$ cat config.mk
export PLATFORM = sky130hd
export DESIGN_NAME = ctrl_event_queue
export DESIGN_NICKNAME = d
export VERILOG_FILES = /design/src/rtl/ctrl_event_pkg.sv /design/src/rtl/sync_fifo.sv /design/src/rtl/ctrl_event_queue.sv
export SDC_FILE = /design/constraint.sdc
export NUM_CORES = 1
export LEC_CHECK = 0
export BUFFER_PORTS_ARGS = -buffer_cell sky130_fd_sc_hd__buf_4
export CAP_MARGIN = 25
export CORE_AREA = 2 2 127 129
export DETAILED_ROUTE_END_ITERATION = 8
export DIE_AREA = 0 0 129 131
export GPL_ROUTABILITY_DRIVEN = 0
export PLACE_DENSITY = 0.62
export SKIP_CTS_REPAIR_TIMING = 1
export SLEW_MARGIN = 10
export SYNTH_ARGS = -nofsm -noshare
export SYNTH_HDL_FRONTEND = slang
export SYNTH_SLANG_ARGS = --single-unit
$ cat constraint.sdc
create_clock -name clk -period 3.6 [get_ports clk]
set_clock_uncertainty 0.2 [all_clocks]
set_input_delay 0 -clock clk [delete_from_list [all_inputs] [get_ports clk]]
set_output_delay 0 -clock clk [all_outputs]
set_load 0.01 [all_outputs]
$ cat src/rtl/ctrl_event_pkg.sv
// Shared types and constants for the control-event queue.
// Latency: none (declarations and pure functions only).
// Backpressure: not applicable.
package ctrl_event_pkg;

  localparam int VEC_W  = 18;
  localparam int CODE_W = 5;

  // Bit positions of the decoder outputs inside the packed vector
  localparam int VEC_Z  = 0;
  localparam int VEC_A1 = 1;
  localparam int VEC_B1 = 2;
  localparam int VEC_C1 = 3;
  localparam int VEC_D1 = 4;
  localparam int VEC_E1 = 5;
  localparam int VEC_F1 = 6;
  localparam int VEC_G1 = 7;
  localparam int VEC_H1 = 8;
  localparam int VEC_I1 = 9;
  localparam int VEC_J1 = 10;
  localparam int VEC_K1 = 11;
  localparam int VEC_L1 = 12;
  localparam int VEC_M1 = 13;
  localparam int VEC_N1 = 14;
  localparam int VEC_O1 = 15;
  localparam int VEC_P1 = 16;
  localparam int VEC_Q1 = 17;

  typedef enum logic {IDLE, SCAN} state_e;

  // Index of the lowest set bit; 0 when the vector is empty
  function automatic logic [CODE_W-1:0] lowest_set(input logic [VEC_W-1:0] v);
    lowest_set = '0;
    for (int i = VEC_W - 1; i >= 0; i--) begin
      if (v[i]) lowest_set = CODE_W'(i);
    end
  endfunction

  // True when exactly one bit is set
  function automatic logic one_hot(input logic [VEC_W-1:0] v);
    one_hot = (v != '0) && ((v & (v - VEC_W'(1))) == '0);
  endfunction

endpackage

$ cat src/rtl/sync_fifo.sv
// Generic single-clock FIFO, DEPTH x W, first-word-fall-through read port.
// Latency: a push is visible on rdata/empty the cycle after the write edge.
// Backpressure: push ignored when full, pop ignored when empty; caller gates on full/empty.
module sync_fifo #(
  parameter int DEPTH = 4,
  parameter int W     = 8
) (
  input  logic         clk,
  input  logic         rst,
  input  logic         push,
  input  logic         pop,
  input  logic [W-1:0] wdata,
  output logic [W-1:0] rdata,
  output logic         full,
  output logic         empty
);

  localparam int AW = $clog2(DEPTH);

  // Pointers carry an extra wrap bit so full and empty differ only in the MSB
  logic [AW:0]  wr_ptr_q, wr_ptr_d;
  logic [AW:0]  rd_ptr_q, rd_ptr_d;
  logic [W-1:0] mem_q [DEPTH];
  logic [W-1:0] mem_d [DEPTH];
  logic         do_push, do_pop;

  assign empty   = (wr_ptr_q == rd_ptr_q);
  assign full    = (wr_ptr_q[AW] != rd_ptr_q[AW]) && (wr_ptr_q[AW-1:0] == rd_ptr_q[AW-1:0]);
  assign do_push = push && !full;
  assign do_pop  = pop && !empty;
  assign rdata   = mem_q[rd_ptr_q[AW-1:0]];

  // Next pointer and storage values
  always_comb begin
    wr_ptr_d = wr_ptr_q;
    rd_ptr_d = rd_ptr_q;
    mem_d    = mem_q;
    if (do_push) begin
      mem_d[wr_ptr_q[AW-1:0]] = wdata;
      wr_ptr_d = wr_ptr_q + (AW+1)'(1);
    end
    if (do_pop) rd_ptr_d = rd_ptr_q + (AW+1)'(1);
  end

  // Pointer and storage registers
  always_ff @(posedge clk or posedge rst) begin
    if (rst) begin
      wr_ptr_q <= '0;
      rd_ptr_q <= '0;
      for (int i = 0; i < DEPTH; i++) mem_q[i] <= '0;
    end else begin
      wr_ptr_q <= wr_ptr_d;
      rd_ptr_q <= rd_ptr_d;
      mem_q    <= mem_d;
    end
  end

endmodule

$ cat src/rtl/ctrl_event_queue.sv
// Buffers decoder vectors and emits each set bit as an indexed event, lowest index first.
// Latency: vector pushed into an empty queue yields its first event the cycle after the next edge.
// Backpressure: in_ready drops when the FIFO is full; events hold stable while ev_ready is low.
module ctrl_event_queue
  import ctrl_event_pkg::*;
#(
  parameter int DEPTH = 4,
  parameter int CNT_W = 16
) (
  input  logic              clk,
  input  logic              rst,
  input  logic              in_valid,
  output logic              in_ready,
  input  logic [VEC_W-1:0]  in_vec,
  output logic              ev_valid,
  input  logic              ev_ready,
  output logic [CODE_W-1:0] ev_code,
  output logic              ev_last,
  output logic [CNT_W-1:0]  drop_cnt,
  output logic [CNT_W-1:0]  ev_cnt,
  output logic              busy
);

  logic              rdy_en_q, rdy_en_d;
  state_e            state_q, state_d;
  logic [VEC_W-1:0]  work_q, work_d;
  logic [CNT_W-1:0]  drop_cnt_q, drop_cnt_d;
  logic [CNT_W-1:0]  ev_cnt_q, ev_cnt_d;
  logic              ev_valid_q, ev_valid_d;
  logic [CODE_W-1:0] ev_code_q, ev_code_d;
  logic              ev_last_q, ev_last_d;
  logic              fifo_full, fifo_empty, push, pop;
  logic [VEC_W-1:0]  head;

  // in_ready is held low through reset and rises one edge after release
  assign rdy_en_d = 1'b1;
  assign in_ready = rdy_en_q && !fifo_full;
  assign push     = in_valid && in_ready;
  assign pop      = (state_q == IDLE) && !fifo_empty;

  sync_fifo #(.DEPTH(DEPTH), .W(VEC_W)) u_fifo (
    .clk   (clk),
    .rst   (rst),
    .push  (push),
    .pop   (pop),
    .wdata (in_vec),
    .rdata (head),
    .full  (fifo_full),
    .empty (fifo_empty)
  );

  // Scan FSM next state: load a head vector, then peel off one bit per accepted event
  always_comb begin
    state_d    = state_q;
    work_d     = work_q;
    drop_cnt_d = drop_cnt_q;
    ev_cnt_d   = ev_cnt_q;
    case (state_q)
      IDLE: begin
        if (pop) begin
          if (head != '0) begin
            work_d  = head;
            state_d = SCAN;
          end else if (drop_cnt_q != '1) begin
            drop_cnt_d = drop_cnt_q + CNT_W'(1);
          end
        end
      end
      SCAN: begin
        if (ev_ready) begin
          work_d = work_q & (work_q - VEC_W'(1));
          if (ev_cnt_q != '1) ev_cnt_d = ev_cnt_q + CNT_W'(1);
          if (ev_last_q) state_d = IDLE;
        end
      end
      default: state_d = IDLE;
    endcase
    ev_valid_d = (state_d == SCAN);
    ev_code_d  = ev_valid_d ? lowest_set(work_d) : '0;
    ev_last_d  = ev_valid_d && one_hot(work_d);
  end

  // FSM state, working vector, counters and registered event outputs
  always_ff @(posedge clk or posedge rst) begin
    if (rst) begin
      rdy_en_q   <= 1'b0;
      state_q    <= IDLE;
      work_q     <= '0;
      drop_cnt_q <= '0;
      ev_cnt_q   <= '0;
      ev_valid_q <= 1'b0;
      ev_code_q  <= '0;
      ev_last_q  <= 1'b0;
    end else begin
      rdy_en_q   <= rdy_en_d;
      state_q    <= state_d;
      work_q     <= work_d;
      drop_cnt_q <= drop_cnt_d;
      ev_cnt_q   <= ev_cnt_d;
      ev_valid_q <= ev_valid_d;
      ev_code_q  <= ev_code_d;
      ev_last_q  <= ev_last_d;
    end
  end

  assign ev_valid = ev_valid_q;
  assign ev_code  = ev_code_q;
  assign ev_last  = ev_last_q;
  assign drop_cnt = drop_cnt_q;
  assign ev_cnt   = ev_cnt_q;
  assign busy     = !fifo_empty || (state_q == SCAN);

endmodule
==> results.json, run 1 <==
{
  "worstSetupStartpointType": "flip-flop",
  "ys_types": 69,
  "row_count": 46,
  "via_per_inst": 5.46,
  "grtUsageTotal": 0.208,
  "utilization": 0.588,
  "grt_pass1_wl_um": 27100,
  "pre_cts_ws_ns": -0.328,
  "synthArstFlopShare": 1.00,
  "routed_wl_um": 16900,
  "top_layer": "met4",
  "hold-worst-slack_ns": 0.0936,
  "critPathKind": "flip-flop to flip-flop",
  "antenna_found_initial": 0,
  "syn_area_mm2": 0.00686,
  "critPathCaptureType": "flip-flop",
  "p_total_mw": 8.74,
  "die_h_um": 131,
  "drtIter0Drc": 331,
  "synth-seq-cells": 136,
  "path_clk_slew_ns": 0.06,
  "nets": 765,
  "worstPathRequired_ns": 3.71,
  "n_antenna_cell": 0,
  "synth.yosys.seq_area_share": 0.496,
  "outcome": "finished with violations",
  "drc": 0,
  "drv_cap": 0,
  "syn_avg_cell_area_um2": 12.3,
  "rsz0062_at_grt": "yes",
  "grt_pass1_vias": 5198,
  "hold_viol": 0,
  "drtPass1Iterations": 4,
  "areaGrowthSynthToFinish_pct": 33.6,
  "ys.flop_type": "dfrtp_1",
  "slew_headroom": 0.454,
  "syn_nets": 586,
  "p_leak_nw": 4.15,
  "fin_crit_ns": 3.73,
  "power-per-cell-area_mw_per_mm2": 953,
  "max_slew.worst_pin.slew_ns": 0.817,
  "cts.path.max_buffers": 2,
  "placedCellCount": 898,
  "synth-edff-count": 0,
  "cts_tree": "done",
  "ir_worst_vdd_mv": 0.472,
  "grt_max_degree": 82,
  "avgRoutedWirePerCell_um": 17.5,
  "cp.arrival_ns": 3.84,
  "die_w_um": 129,
  "layout.cells.non_filler": 964,
  "drt-met1-wl_um": 7600,
  "start_util": 0.440,
  "die-area_mm2": 0.0169,
  "clock_sinks": 136,
  "core_mm2": 0.0156,
  "critPathMaxFanout": 6,
  "ios": 63,
  "fmax_ghz": 0.268,
  "route.vias.total": 5261,
  "yosysWarningCount": 0,
  "numCtsBuffers": 17,
  "violations": "setup timing",
  "met3_length_um": 566,
  "clkLatencyLatePin_ns": 0.42,
  "post-route-period-util": 1.04,
  "slew_viol_final": 0,
  "hold_path_class": "primary input to asynchronous set/reset pin",
  "drtAntennaViolNets": 0,
  "synthCells": 557,
  "grt-ovfl-total": 0,
  "setup_viol_count_final": 3,
  "hpwl_um": 11800,
  "cts_max_level": 4,
  "io_buffers": 62,
  "route.met2.wl_um": 8410,
  "fill_cells": 1307,
  "cts_root_buf": "clkbuf_16",
  "drive_gt1_frac": 0.430,
  "setup_ws_ns": -0.134
}
power by group:
part           internal [mW]  switching [mW]
registers               2.12           0.388
logic                   2.40            2.13
clock network           1.02           0.686
total                   5.54            3.20
area by class of cell:
cell class              count  area [um^2]  area share
multi-input cells         383         3400       0.371
flip-flops and latches    136         3400       0.371
well taps                 216          270      0.0295
clock buffers              17          425      0.0464
inverters                  21         82.6     0.00901
clock inverters            14          149      0.0162
repair buffers            177         1440       0.157
final timing paths:
check                                   startpoint          endpoint  slack, ns  depth (start not counted)
worst max-delay path            u_fifo.rd_ptr_q[1]           ev_last      -0.13                         11
max in group asynchronous                      rst  u_fifo.mem_q[54]       2.23                          4
worst min-delay path                           rst       drop_cnt[5]       0.09                          3
worst max register to register  u_fifo.rd_ptr_q[1]           ev_last      -0.13                         11
min in group clk                        in_vec[15]  u_fifo.mem_q[69]       0.18                          3
worst min register to register          ev_cnt[14]        ev_cnt[14]       0.30                          1
cell usage in the layout, fill, tap and decap left out, drive strengths merged, types with 18 or more instances in the layout:
master and count:
buf 155, dfrtp 136, mux2 75, nand2 38, xnor2 31, nor2 25
inv 23, dlygate4sd3 21, nand4 18, clkbuf 18, mux4 18
stage by stage:
step                      setup TNS [ns]  instance area (um^2)
final                             -0.197                  9170
after detailed placement           -1.19                  8130
after CTS                          -1.41                  8710
after global routing               -1.03                  9170
after floorplan                   -0.191                  6870
after global placement            -0.166                  8130
state kept, by name (all words and copies together) (netlist names), 3 cells and up:
name             flops
ev_code              5
work_q              18
drop_cnt            16
u_fifo.wr_ptr_q      3
u_fifo.mem_q        72
ev_cnt              16
u_fifo.rd_ptr_q      3
critical path, cell delays in order, from the launching register on:
cell     delay (ns)
dfrtp_1        0.40
buf_6          0.15
buf_4          0.11
mux4_2         0.56
o31ai_2        0.10
a31oi_1        0.14
or3b_1         0.36
a211o_1        0.27
or4_4          0.59
or2_4          0.28
a211o_1        0.26
o211a_1        0.20
Yosys cell counts (all sizes together) (3+ instances only):
cell type | number | share of area
inv | 20 | 0.011
nand2 | 38 | 0.021
a21oi | 13 | 0.0095
nor2b | 3 | 0.0027
a311oi | 4 | 0.0060
mux2 | 75 | 0.12
nand4 | 18 | 0.016
nand2b | 4 | 0.0036
xnor2 | 31 | 0.040
and2 | 6 | 0.0055
xor2 | 9 | 0.014
o311a | 3 | 0.0044
nor3b | 3 | 0.0033
nor2 | 25 | 0.014
a31oi | 10 | 0.0091
nand3 | 13 | 0.0095
a211o | 3 | 0.0038
nor4 | 6 | 0.0055
and3 | 4 | 0.0036
o21ai | 10 | 0.0073
ha | 7 | 0.013
dfrtp | 136 | 0.50
or3 | 7 | 0.0064
o41ai | 3 | 0.0077
or2 | 7 | 0.0067
mux4 | 18 | 0.066
o31ai | 5 | 0.0062
mux2i | 3 | 0.0044
clkbuf | 10 | 0.0055
buf | 7 | 0.0095
or4 | 10 | 0.013
nor3 | 9 | 0.0082
kinds of logic after synthesis:
group                      count (synthesis)  synth area share
other                                      1          0.000547
DFF                                      136             0.496
xor gates and xnor gates                  40            0.0533
AOI/OAI and AO/OA                         74            0.0826
and+or+nand+nor                          163             0.132
adders and majority gates                  9            0.0157
muxes                                     96             0.194
buffers and inverters                     38            0.0264
metal layers:
layer,vias to the layer above,track usage
li1,2434,-
met1,2678,0.271
met2,121,0.350
met3,28,0.0403
met4,0,0.0710
met5,-,0
Note: power is estimated with default switching activity, not from simulation.
==> inputs of run 2 (changes only) <==
Settings changed: PLACE_DENSITY 0.62 to 0.59.
Clock period 3.6 ns to 4.44 ns, I/O delays scaled along.
==> run 2 against run 1 <==
Compared with the run above: the flow finishes with violations (hold timing); clock-buffer cell count is 3 higher; global-route usage down 1.3 points; cell area down 8.0%; largest cell class unchanged; critical path depth shrank 1; power decreased by 30%; sequential cell count is the same; first-iteration DRC count fell by 19%; wire length is 8.8% lower; cell count decreased by 7.8%; die area is the same; sequential share of layout area is 3.2 points higher; register-to-register slack improved by 0.56 ns.
==> results.json, run 2 (synthesis results as in run 1) <==
{
  "grt_pass1_wl_um": 25100,
  "crit_family": "simple AND/OR/NAND/NOR gates",
  "grt-ovfl-total": 0,
  "p_total_mw": 6.14,
  "multi_input_area_mm2": 0.00327,
  "grt_pass1_vias": 4751,
  "fill_cells": 1323,
  "slowest_delay_ns": 0.62,
  "critPathSlowestCell": "mux4_1",
  "layout.cells.most_common": "dfrtp_1",
  "setup_viol_count_final": 0,
  "hold_path_class": "primary input to asynchronous set/reset pin",
  "core_mm2": 0.0156,
  "max_slew.worst_pin.slew_ns": 1.00,
  "fmax_ghz": 0.249,
  "regArea_mm2": 0.00340,
  "cts_tree": "done",
  "grtUsageTotal": 0.195,
  "start_util": 0.440,
  "ir_worst_vdd_mv": 0.299,
  "areaGrowthSynthToFinish_pct": 23.0,
  "n_antenna_cell": 0,
  "power-per-cell-area_mw_per_mm2": 728,
  "biggestRegsByFlops": "u_fifo.mem_q x72, work_q x18",
  "critPathCaptureType": "flip-flop",
  "nets": 690,
  "clock_sinks": 136,
  "worstSetupStartpointType": "flip-flop",
  "route.vias.total": 4898,
  "via_per_inst": 5.51,
  "most-common-layout-cells": "136 x dfrtp_1, 80 x buf_4, 75 x mux2_2, 38 x nand2_1, 31 x xnor2_1",
  "critPathKind": "flip-flop to flip-flop",
  "slew_headroom": 0.331,
  "drtAntennaViolNets": 0,
  "pre_cts_ws_ns": 0.440,
  "cts.path.max_buffers": 2,
  "worstPathRequired_ns": 4.61,
  "cts_root_buf": "clkbuf_16",
  "largest_register": "u_fifo.mem_q",
  "die_h_um": 131,
  "finalSetupTns_ns": 0,
  "largest_reg_flops": 72,
  "p_leak_nw": 3.77,
  "clkLatencyLatePin_ns": 0.43,
  "routed_wl_um": 15400,
  "drtPass1Iterations": 5,
  "path_clk_slew_ns": 0.06,
  "numCtsBuffers": 17,
  "post-route-period-util": 0.904,
  "die_w_um": 129,
  "hpwl_um": 10800,
  "path_cells": "buf_4, mux4_1, or4_4, or2_1, o21ai_0, mux2_2, or2_2, a2111oi_0, a211o_1, o211a_1",
  "hold_viol": 39,
  "drc": 0,
  "critPathBufInv": 1,
  "cts_max_level": 4,
  "drv_cap": 0,
  "violations": "hold timing",
  "rsz0062_at_grt": "no",
  "critPathMaxFanout": 14,
  "cp.arrival_ns": 4.18,
  "drtIter0Drc": 267,
  "antenna_found_initial": 0,
  "slew_viol_final": 0,
  "outcome": "finished with violations",
  "row_count": 46,
  "ios": 63,
  "fin_crit_ns": 4.01,
  "hold-worst-slack_ns": -0.0253,
  "die-area_mm2": 0.0169,
  "io_buffers": 62,
  "avgRoutedWirePerCell_um": 17.3,
  "grt_max_degree": 54,
  "setup_ws_ns": 0.426,
  "drive_gt1_frac": 0.315
}
run 2: cell types whose count changed in the layout (fill, tap and decap cells not counted), sizes merged:
cell and change:
buf -75, clkbuf +3, inv -3, clkinv -1
clkinvlp +1
run 2: through the flow:
step / utilization / hold slack (ns) / area (um^2) / cells
floorplan: - / -0.0494 / 6860 / 557
detailed placement: 0.489 / -0.119 / 7630 / 836
global placement: 0.489 / -0.133 / 7630 / 836
finish: 0.541 / -0.0253 / 8440 / 889
global route: 0.541 / 0.0303 / 8440 / 889
CTS: 0.527 / -0.573 / 8220 / 867
run 2: routing by layer:
layer,vias up,global-route usage,routed length (um)
li1,2300,-,-
met1,2477,0.261,7260
met2,102,0.313,7450
met3,19,0.0407,454
met4,0,0.0761,242
met5,-,0,0
run 2: cell type report:
class	instances	share of cell area
Sequential cell	136	0.403
Timing Repair Buffer	102	0.0967
Tap cell	216	0.0320
Clock buffer	20	0.0553
Clock inverter	11	0.0147
Multi-Input combinational cell	383	0.388
Inverter	21	0.00964
run 2: where the power goes:
| group | switching, mW | internal [mW] |
|---|---|---|
| Combinational | 1.41 | 1.31 |
| Sequential | 0.303 | 1.72 |
| Clock | 0.535 | 0.865 |
run 2: final timing paths:
path                                    start               end  slack (ns)  depth (start not counted)
setup / recovery           u_fifo.rd_ptr_q[1]           ev_last        0.43                         10
hold / removal                            rst       drop_cnt[5]       -0.03                          3
setup reg to reg           u_fifo.rd_ptr_q[1]           ev_last        0.43                         10
hold reg to reg                     ev_cnt[9]         ev_cnt[9]        0.29                          1
max in group asynchronous                 rst  u_fifo.mem_q[36]        3.01                          4
min in group clk                    in_vec[5]  u_fifo.mem_q[23]        0.17                          3
run 2: worst register-to-register path: stages (launching register included):
cell       delay [ns]
dfrtp_1          0.35
buf_4            0.26
mux4_1           0.63
or4_4            0.58
or2_1            0.26
o21ai_0          0.29
mux2_2           0.43
or2_2            0.31
a2111oi_0        0.35
a211o_1          0.16
o211a_1          0.13
